## src/rtl/mmio_router.sv

```systemverilog
// MMIO router: core requests go to RAM, the UART (TX, buffered RX, status) or the LED latch.
// Define MAP_TIMEOUT_EN to bound the UART wait states by TIMEOUT_CYC cycles.
module mmio_router #(
  parameter int unsigned       ADDR_W      = 32,
  parameter int unsigned       DATA_W      = 32,
  parameter int unsigned       MEM_LATENCY = 1,
  parameter logic [ADDR_W-1:0] UART_BASE   = 32'hFFFF_0000,
  parameter logic [ADDR_W-1:0] LED_ADDR    = 32'hFFFF_0100,
  parameter int unsigned       RX_DEPTH    = 16,
  parameter int unsigned       TIMEOUT_CYC = 1000000
) (
  input  logic                clk,
  input  logic                rst,
  input  logic                c_req,
  input  logic [ADDR_W-1:0]   c_addr,
  input  logic [DATA_W-1:0]   c_din,
  input  logic [DATA_W/8-1:0] c_we,
  output logic [DATA_W-1:0]   c_dout,
  output logic                done,
  output logic                err,
  output logic [ADDR_W-1:0]   m_addr,
  output logic [DATA_W-1:0]   m_din,
  output logic [DATA_W/8-1:0] m_we,
  input  logic [DATA_W-1:0]   m_dout,
  output logic [7:0]          t_data,
  output logic                t_valid,
  input  logic                tx_ready,
  input  logic                tx_done,
  input  logic [7:0]          r_data,
  input  logic                rx_done,
  output logic [7:0]          led
);

  localparam int unsigned BE_W  = DATA_W / 8;
  localparam int unsigned IDX_W = $clog2(RX_DEPTH);
  localparam int unsigned PTR_W = IDX_W + 1;
  localparam int unsigned LAT_W = $clog2(MEM_LATENCY + 1);

  localparam logic [ADDR_W-1:0] TX_ADDR = UART_BASE + ADDR_W'(0);
  localparam logic [ADDR_W-1:0] RX_ADDR = UART_BASE + ADDR_W'(4);
  localparam logic [ADDR_W-1:0] ST_ADDR = UART_BASE + ADDR_W'(8);

  localparam logic [2:0] StIdle   = 3'd0;
  localparam logic [2:0] StMem    = 3'd1;
  localparam logic [2:0] StTxRdy  = 3'd2;
  localparam logic [2:0] StTxBusy = 3'd3;
  localparam logic [2:0] StRxWait = 3'd4;
  localparam logic [2:0] StDone   = 3'd5;

  logic [2:0]        state_q, state_d;
  logic [LAT_W-1:0]  lat_q, lat_d;
  logic [7:0]        byte_q, byte_d;
  logic              wr_q, wr_d;
  logic [DATA_W-1:0] dout_q, dout_d;
  logic              err_q, err_d;
  logic [7:0]        led_q, led_d;

  logic [7:0]        rx_mem_q [RX_DEPTH];
  logic [PTR_W-1:0]  wr_ptr_q, rd_ptr_q;
  logic              ovf_q;
  logic              fifo_empty, fifo_full, push_ok, pop, ovf_clr;

  logic accept, is_wr, is_ram, is_tx, is_rx, is_st, is_led;
  logic tmo_hit;

  // Address decode
  assign is_ram = c_addr < UART_BASE;
  assign is_tx  = c_addr == TX_ADDR;
  assign is_rx  = c_addr == RX_ADDR;
  assign is_st  = c_addr == ST_ADDR;
  assign is_led = c_addr == LED_ADDR;
  assign is_wr  = |c_we;
  assign accept = !rst && (state_q == StIdle) && c_req;

  // Full when the pointers differ only in the wrap bit
  assign fifo_empty = wr_ptr_q == rd_ptr_q;
  assign fifo_full  = (wr_ptr_q[PTR_W-1] != rd_ptr_q[PTR_W-1]) &&
                      (wr_ptr_q[IDX_W-1:0] == rd_ptr_q[IDX_W-1:0]);
  assign push_ok    = rx_done && (!fifo_full || pop);

  always_comb begin
    state_d = state_q;
    lat_d   = lat_q;
    byte_d  = byte_q;
    wr_d    = wr_q;
    dout_d  = dout_q;
    err_d   = err_q;
    led_d   = led_q;
    pop     = 1'b0;
    ovf_clr = 1'b0;
    t_valid = 1'b0;
    case (state_q)
      StIdle: begin
        if (accept) begin
          wr_d   = is_wr;
          byte_d = c_din[7:0];
          lat_d  = '0;
          if (is_ram) begin
            state_d = StMem;
          end else begin
            dout_d  = '0;
            state_d = StDone;
            if (is_tx) begin
              if (is_wr) state_d = StTxRdy;
            end else if (is_rx) begin
              if (!is_wr) state_d = StRxWait;
            end else if (is_st) begin
              if (!is_wr) begin
                dout_d[2:0] = {ovf_q, !fifo_empty, tx_ready};
                ovf_clr     = 1'b1;
              end
            end else if (is_led) begin
              if (is_wr) led_d = c_din[7:0];
              else       dout_d = DATA_W'(led_q);
            end else begin
              err_d = 1'b1;
            end
          end
        end
      end
      StMem: begin
        if (lat_q == LAT_W'(MEM_LATENCY - 1)) begin
          if (!wr_q) dout_d = m_dout;
          state_d = StDone;
        end else begin
          lat_d = lat_q + LAT_W'(1);
        end
      end
      StTxRdy: begin
        if (tx_ready) begin
          t_valid = 1'b1;
          state_d = StTxBusy;
        end else if (tmo_hit) begin
          err_d   = 1'b1;
          state_d = StDone;
        end
      end
      StTxBusy: begin
        if (tx_done) begin
          state_d = StDone;
        end else if (tmo_hit) begin
          err_d   = 1'b1;
          state_d = StDone;
        end
      end
      StRxWait: begin
        if (!fifo_empty) begin
          pop     = 1'b1;
          dout_d  = DATA_W'(rx_mem_q[rd_ptr_q[IDX_W-1:0]]);
          state_d = StDone;
        end else if (tmo_hit) begin
          err_d   = 1'b1;
          state_d = StDone;
        end
      end
      StDone: begin
        err_d   = 1'b0;
        state_d = StIdle;
      end
      default: state_d = StIdle;
    endcase
  end

  always_ff @(posedge clk) begin
    if (rst) begin
      state_q <= StIdle;
      lat_q   <= '0;
      byte_q  <= '0;
      wr_q    <= 1'b0;
      dout_q  <= '0;
      err_q   <= 1'b0;
      led_q   <= '0;
    end else begin
      state_q <= state_d;
      lat_q   <= lat_d;
      byte_q  <= byte_d;
      wr_q    <= wr_d;
      dout_q  <= dout_d;
      err_q   <= err_d;
      led_q   <= led_d;
    end
  end

  // RX FIFO pointers and sticky overflow; a fresh overflow wins over a status-read clear
  always_ff @(posedge clk) begin
    if (rst) begin
      wr_ptr_q <= '0;
      rd_ptr_q <= '0;
      ovf_q    <= 1'b0;
    end else begin
      if (push_ok) wr_ptr_q <= wr_ptr_q + PTR_W'(1);
      if (pop)     rd_ptr_q <= rd_ptr_q + PTR_W'(1);
      ovf_q <= (ovf_q && !ovf_clr) || (rx_done && fifo_full && !pop);
    end
  end

  always_ff @(posedge clk) begin
    if (push_ok) rx_mem_q[wr_ptr_q[IDX_W-1:0]] <= r_data;
  end

`ifdef MAP_TIMEOUT_EN
  localparam int unsigned TMO_W = $clog2(TIMEOUT_CYC + 1);

  logic [TMO_W-1:0] tmo_q;
  logic             in_wait;

  assign in_wait = (state_q == StTxRdy) || (state_q == StTxBusy) || (state_q == StRxWait);
  assign tmo_hit = in_wait && (tmo_q == TMO_W'(TIMEOUT_CYC - 1));

  // Restarts on every state change, so each wait state gets its own budget
  always_ff @(posedge clk) begin
    if (rst || (state_d != state_q)) tmo_q <= '0;
    else if (in_wait)                tmo_q <= tmo_q + TMO_W'(1);
  end
`else
  logic unused_tmo_cfg;

  assign tmo_hit        = 1'b0;
  assign unused_tmo_cfg = (TIMEOUT_CYC == 0);
`endif

  assign c_dout = dout_q;
  assign done   = state_q == StDone;
  assign err    = err_q;
  assign led    = led_q;
  assign t_data = t_valid ? byte_q : 8'h00;

  // RAM sees the request only in the accept cycle
  assign m_addr = (accept && is_ram) ? c_addr : '0;
  assign m_din  = (accept && is_ram) ? c_din  : '0;
  assign m_we   = (accept && is_ram) ? c_we   : BE_W'(0);

endmodule
```

## config.mk

```make
export PLATFORM = sky130hd
export DESIGN_NAME = mmio_router
export DESIGN_NICKNAME = d
export VERILOG_FILES = /design/src/rtl/mmio_router.sv
export SDC_FILE = /design/constraint.sdc
export NUM_CORES = 1
export LEC_CHECK = 0
export ABC_CLOCK_PERIOD_IN_PS = 6200
export CORE_ASPECT_RATIO = 1.2
export CORE_MARGIN = 1.5
export CORE_UTILIZATION = 27
export DETAILED_ROUTE_END_ITERATION = 10
export GPL_TIMING_DRIVEN = 0
export HOLD_SLACK_MARGIN = 0.03
export PLACE_DENSITY = 0.56
export SYNTH_ARGS = -nofsm -noshare
export SYNTH_HDL_FRONTEND = slang
export SYNTH_SLANG_ARGS = --single-unit
```

## constraint.sdc

```tcl
create_clock -name clk -period 6.2 [get_ports clk]
set_input_delay 1.24 -clock clk [delete_from_list [all_inputs] [get_ports clk]]
set_output_delay 1.24 -clock clk [all_outputs]
set_load 0.1 [all_outputs]
```

==> out/summary.log <==
qor: finish.layout.cells.non_filler 1363
qor: flow_run.cap_violations 0
qor: floorplanning.initial_utilization 27.7%
qor: finish.final-seq-area 5200 sq um
qor: power_and_ir_drop.irDropWorstVdd 0.157 mV
qor: routing.route.final.wire_length 28200 um
qor: yosys.yosysWarningCount 0
qor: grt.overall_track_demand_over_capacity_in_global_routing 16.6%
qor: clock_tree.cts_htree_levels 4
qor: routing.route.vias.total 6850
qor: routing.drt-initial-drc-count 501
qor: clock_tree.tritoncts yes
qor: floorplanning.rows 71
qor: floorplanning.core-area 31500 sq um
qor: place.post-place-cells 1329
qor: power_and_ir_drop.power_leakage 4.14 nW
qor: timing.hold_viol 0
qor: timing.rsz_0062_raised_after_global_routing false
qor: yosys.synth_top_cell_by_area sky130_fd_sc_hd__edfxtp_1
qor: critical_path.peak_fanout_along_the_critical_path 10
qor: timing.worst_slew_pin_slew 1.14 ns
qor: yosys.synth.most_common_cell sky130_fd_sc_hd__edfxtp_1
qor: place.preCtsSetupSlack 0.171 ns
qor: critical_path.worst_setup_path_end_kind output port
qor: critical_path.critical_path_source_type input port
qor: clock_tree.holdBufCountCts 0
qor: critical_path.timing.critical_path.arrival 4.70 ns
qor: finish.fraction_of_layout_instances_using_a_drive_strength_above_1 10.3%
qor: yosys.netlist.area_leader.share 44.1%
qor: routing.avgRoutedWirePerCell 20.7 um
qor: grt.grt_residual_overflow 0
qor: clock_tree.clock-root-buffer sky130_fd_sc_hd__clkbuf_16
qor: routing.ant_nets 0
qor: finish.layout.cell_area.non_filler 12200 sq um
qor: floorplanning.die_height 200 um
qor: finish.area_delta_synth_final 39.8%
qor: critical_path.worstSetupPathType input port to output port
qor: yosys.ys_seq_area_share 59.7%
qor: grt.antenna_found_initial 1
qor: timing.timing_max_transition_violations_final 0
qor: place.place.gp.congestion 0.820
qor: yosys.synth-edff-count 128
qor: clock_tree.post_cts_buffers 0
qor: finish.final_util 38.7%
qor: floorplanning.floorplan.io_pins 233
qor: critical_path.cp_data_required_time 4.96 ns
qor: yosys.number_of_distinct_library_cells_after_synthesis 62
qor: clock_tree.cts_inserted_buffers 17
qor: timing.final.setup.tns 0 ns
qor: finish.fillCellCount 3025
qor: yosys.synthTopCellsByCount sky130_fd_sc_hd__edfxtp_1 (128), sky130_fd_sc_hd__and3_1 (82), sky130_fd_sc_hd__dfxtp_1 (68), sky130_fd_sc_hd__a21oi_1 (49), sky130_fd_sc_hd__clkbuf_1 (41)
qor: place.io_buffers 232
qor: routing.detail_route.vias_per_cell 5.03
qor: clock_tree.clk_transition_reported_paths 0.08 ns
qor: routing.drc_errors 0
qor: timing.final_min_period_over_clock_period 95.8%
qor: yosys.netlist_area 8720 sq um
qor: finish.finalNetCount 1066
qor: grt.grt_pass1_wl 41400 um
qor: timing.maxClockFrequency 168 MHz
qor: finish.multi_input_comb_area 3240 sq um
qor: grt.grt_pass1_vias 6732
qor: yosys.ys_dominant_reg_cell sky130_fd_sc_hd__edfxtp_1
qor: yosys.postSynthNetCount 814
qor: grt.grt_start_max_net_pins 19
qor: yosys.yosys_register_bits 196
qor: yosys.yosys-top-cells-area sky130_fd_sc_hd__edfxtp_1 (44%), sky130_fd_sc_hd__dfxtp_1 (16%), sky130_fd_sc_hd__mux4_2 (5.9%), sky130_fd_sc_hd__and3_1 (5.9%), sky130_fd_sc_hd__a21oi_1 (2.8%)
qor: routing.drt_pass1_iterations 5
qor: timing.finalCriticalPeriod 5.94 ns
qor: timing.relSlewSlack 24.1%
qor: yosys.netlist_instances 695
qor: power_and_ir_drop.power.density_cell_area 262 nW/um^2
qor: yosys.asyncSetResetFlopFracSynth 0%
qor: place.dpl.hpwl 21000 um
qor: hold_path.min-delay-path-class flop to flop
qor: place.standard_cell_area_after_detailed_placement 11600 sq um
qor: floorplanning.floorplan.die.width 167 um
qor: clock_tree.clock_tree.buffer_depth 2
qor: clock_tree.cts_num_sinks 196
qor: timing.timing.final.ws_setup 0.260 ns
qor: clock_tree.clk-insertion-delay-late 0.43 ns
qor: timing.setup_violations 0
qor: floorplanning.design.die.area 33400 sq um
qor: yosys.mean_area_per_synthesized_cell 12.6 sq um
qor: clock_tree.cts_resized 0
qor: timing.fin_clk_skew 0.0112 ns
qor: run_status.outcome completed
critical path, cell delays in order:
cell,delay (ns)
sky130_fd_sc_hd__clkdlybuf4s50_1,0.49
sky130_fd_sc_hd__nand2b_1,0.30
sky130_fd_sc_hd__nor2_1,0.27
sky130_fd_sc_hd__clkbuf_1,0.50
sky130_fd_sc_hd__clkbuf_1,0.40
sky130_fd_sc_hd__and3_1,0.33
sky130_fd_sc_hd__clkdlybuf4s50_1,1.16
layout by cell type (no fill, tap or decap), types with 4 or more instances in the layout:
| cell type | Yosys | layout |
|---|---|---|
| sky130_fd_sc_hd__a211oi_1 | 6 | 6 |
| sky130_fd_sc_hd__a21oi_1 | 49 | 49 |
| sky130_fd_sc_hd__a22o_1 | 8 | 8 |
| sky130_fd_sc_hd__a311oi_1 | 8 | 8 |
| sky130_fd_sc_hd__and2_1 | 11 | 11 |
| sky130_fd_sc_hd__and3_1 | 82 | 82 |
| sky130_fd_sc_hd__buf_2 | 11 | 11 |
| sky130_fd_sc_hd__buf_4 | 4 | 4 |
| sky130_fd_sc_hd__clkbuf_1 | 41 | 41 |
| sky130_fd_sc_hd__clkbuf_16 | 0 | 17 |
| sky130_fd_sc_hd__clkdlybuf4s50_1 | 0 | 232 |
| sky130_fd_sc_hd__clkinv_4 | 0 | 5 |
| sky130_fd_sc_hd__dfxtp_1 | 68 | 68 |
| sky130_fd_sc_hd__edfxtp_1 | 128 | 128 |
| sky130_fd_sc_hd__ha_1 | 5 | 5 |
| sky130_fd_sc_hd__inv_1 | 7 | 7 |
| sky130_fd_sc_hd__mux2_2 | 16 | 16 |
| sky130_fd_sc_hd__mux2i_1 | 9 | 9 |
| sky130_fd_sc_hd__mux4_2 | 23 | 23 |
| sky130_fd_sc_hd__nand2_1 | 17 | 17 |
| sky130_fd_sc_hd__nand2b_1 | 4 | 4 |
| sky130_fd_sc_hd__nand3_1 | 10 | 10 |
| sky130_fd_sc_hd__nand4_1 | 30 | 30 |
| sky130_fd_sc_hd__nor2_1 | 24 | 24 |
| sky130_fd_sc_hd__nor2b_1 | 9 | 9 |
| sky130_fd_sc_hd__nor3_1 | 7 | 6 |
| sky130_fd_sc_hd__nor4_1 | 4 | 4 |
| sky130_fd_sc_hd__o211ai_1 | 4 | 4 |
| sky130_fd_sc_hd__o21ai_0 | 27 | 27 |
| sky130_fd_sc_hd__o21ai_1 | 13 | 13 |
| sky130_fd_sc_hd__o22ai_1 | 6 | 6 |
| sky130_fd_sc_hd__xnor2_1 | 7 | 7 |
| sky130_fd_sc_hd__xor2_1 | 7 | 7 |
routing by layer:
metal	up-vias	track usage (%)	routed length, um
met5	-	0	0
met1	3325	19.0	11300
li1	3211	-	-
met3	38	3.49	1750
met4	0	5.96	721
met2	276	30.7	14400
worst paths after layout:
check | from | endpoint | slack, ns | cells after the start
setup / recovery | rst | m_addr[26] | 0.26 | 7
hold / removal | byte_q[5]$_SDFFE_PP0P_ | byte_q[5]$_SDFFE_PP0P_ | 0.47 | 1
setup reg to reg | flop | c_dout[1]$_SDFFE_PP0P_ | 3.43 | 7
hold reg to reg | byte_q[5]$_SDFFE_PP0P_ | byte_q[5]$_SDFFE_PP0P_ | 0.47 | 1
report_power, final:
group / total (W) / switching (W) / internal, W
Combinational: 0.000599 / 0.000411 / 0.000188
Clock: 0.00116 / 0.000510 / 0.000648
Sequential: 0.00143 / 0.0000150 / 0.00142
Total: 0.00319 / 0.000936 / 0.00226
state kept, by name, summed over array words and instances (netlist names), 3 cells and up, named ones only:
register,cells
led,8
rx_mem_q,128
rd_ptr_q,5
byte_q,8
state_q,3
c_dout,32
wr_ptr_q,5
area by class of cell:
cell class | instances | share of cell area (%)
clock inverters | 15 | 1.62
well taps | 401 | 4.12
inverters | 7 | 0.216
diodes | 2 | 0.0411
repair buffers | 233 | 19.1
clock buffers | 17 | 3.49
plain buffers | 59 | 2.11
flip-flops and latches | 196 | 42.7
multi-input cells | 433 | 26.6
cells by family (layout without fill, tap and decap cells):
logic type	after synthesis	after routing	synth area share [%]
DFF	196	196	59.7
xor gates and xnor gates	14	14	1.41
buffers and inverters	66	331	3.26
and+or+nand+nor	216	216	14.8
adders and majority gates	5	5	0.717
AOI/OAI and AO/OA	150	150	11.1
muxes	48	48	9.04
other	0	2	0
metrics by stage:
stage,hold slack (ns),total power [W]
2_1_floorplan,0.426,0.00185
3_3_place_gp,0.450,0.00206
3_5_place_dp,0.454,0.00206
4_1_cts,0.477,0.00322
5_1_grt,0.492,0.00329
6_report,0.474,0.00319
No activity file was read; power rests on OpenSTA's default activity.
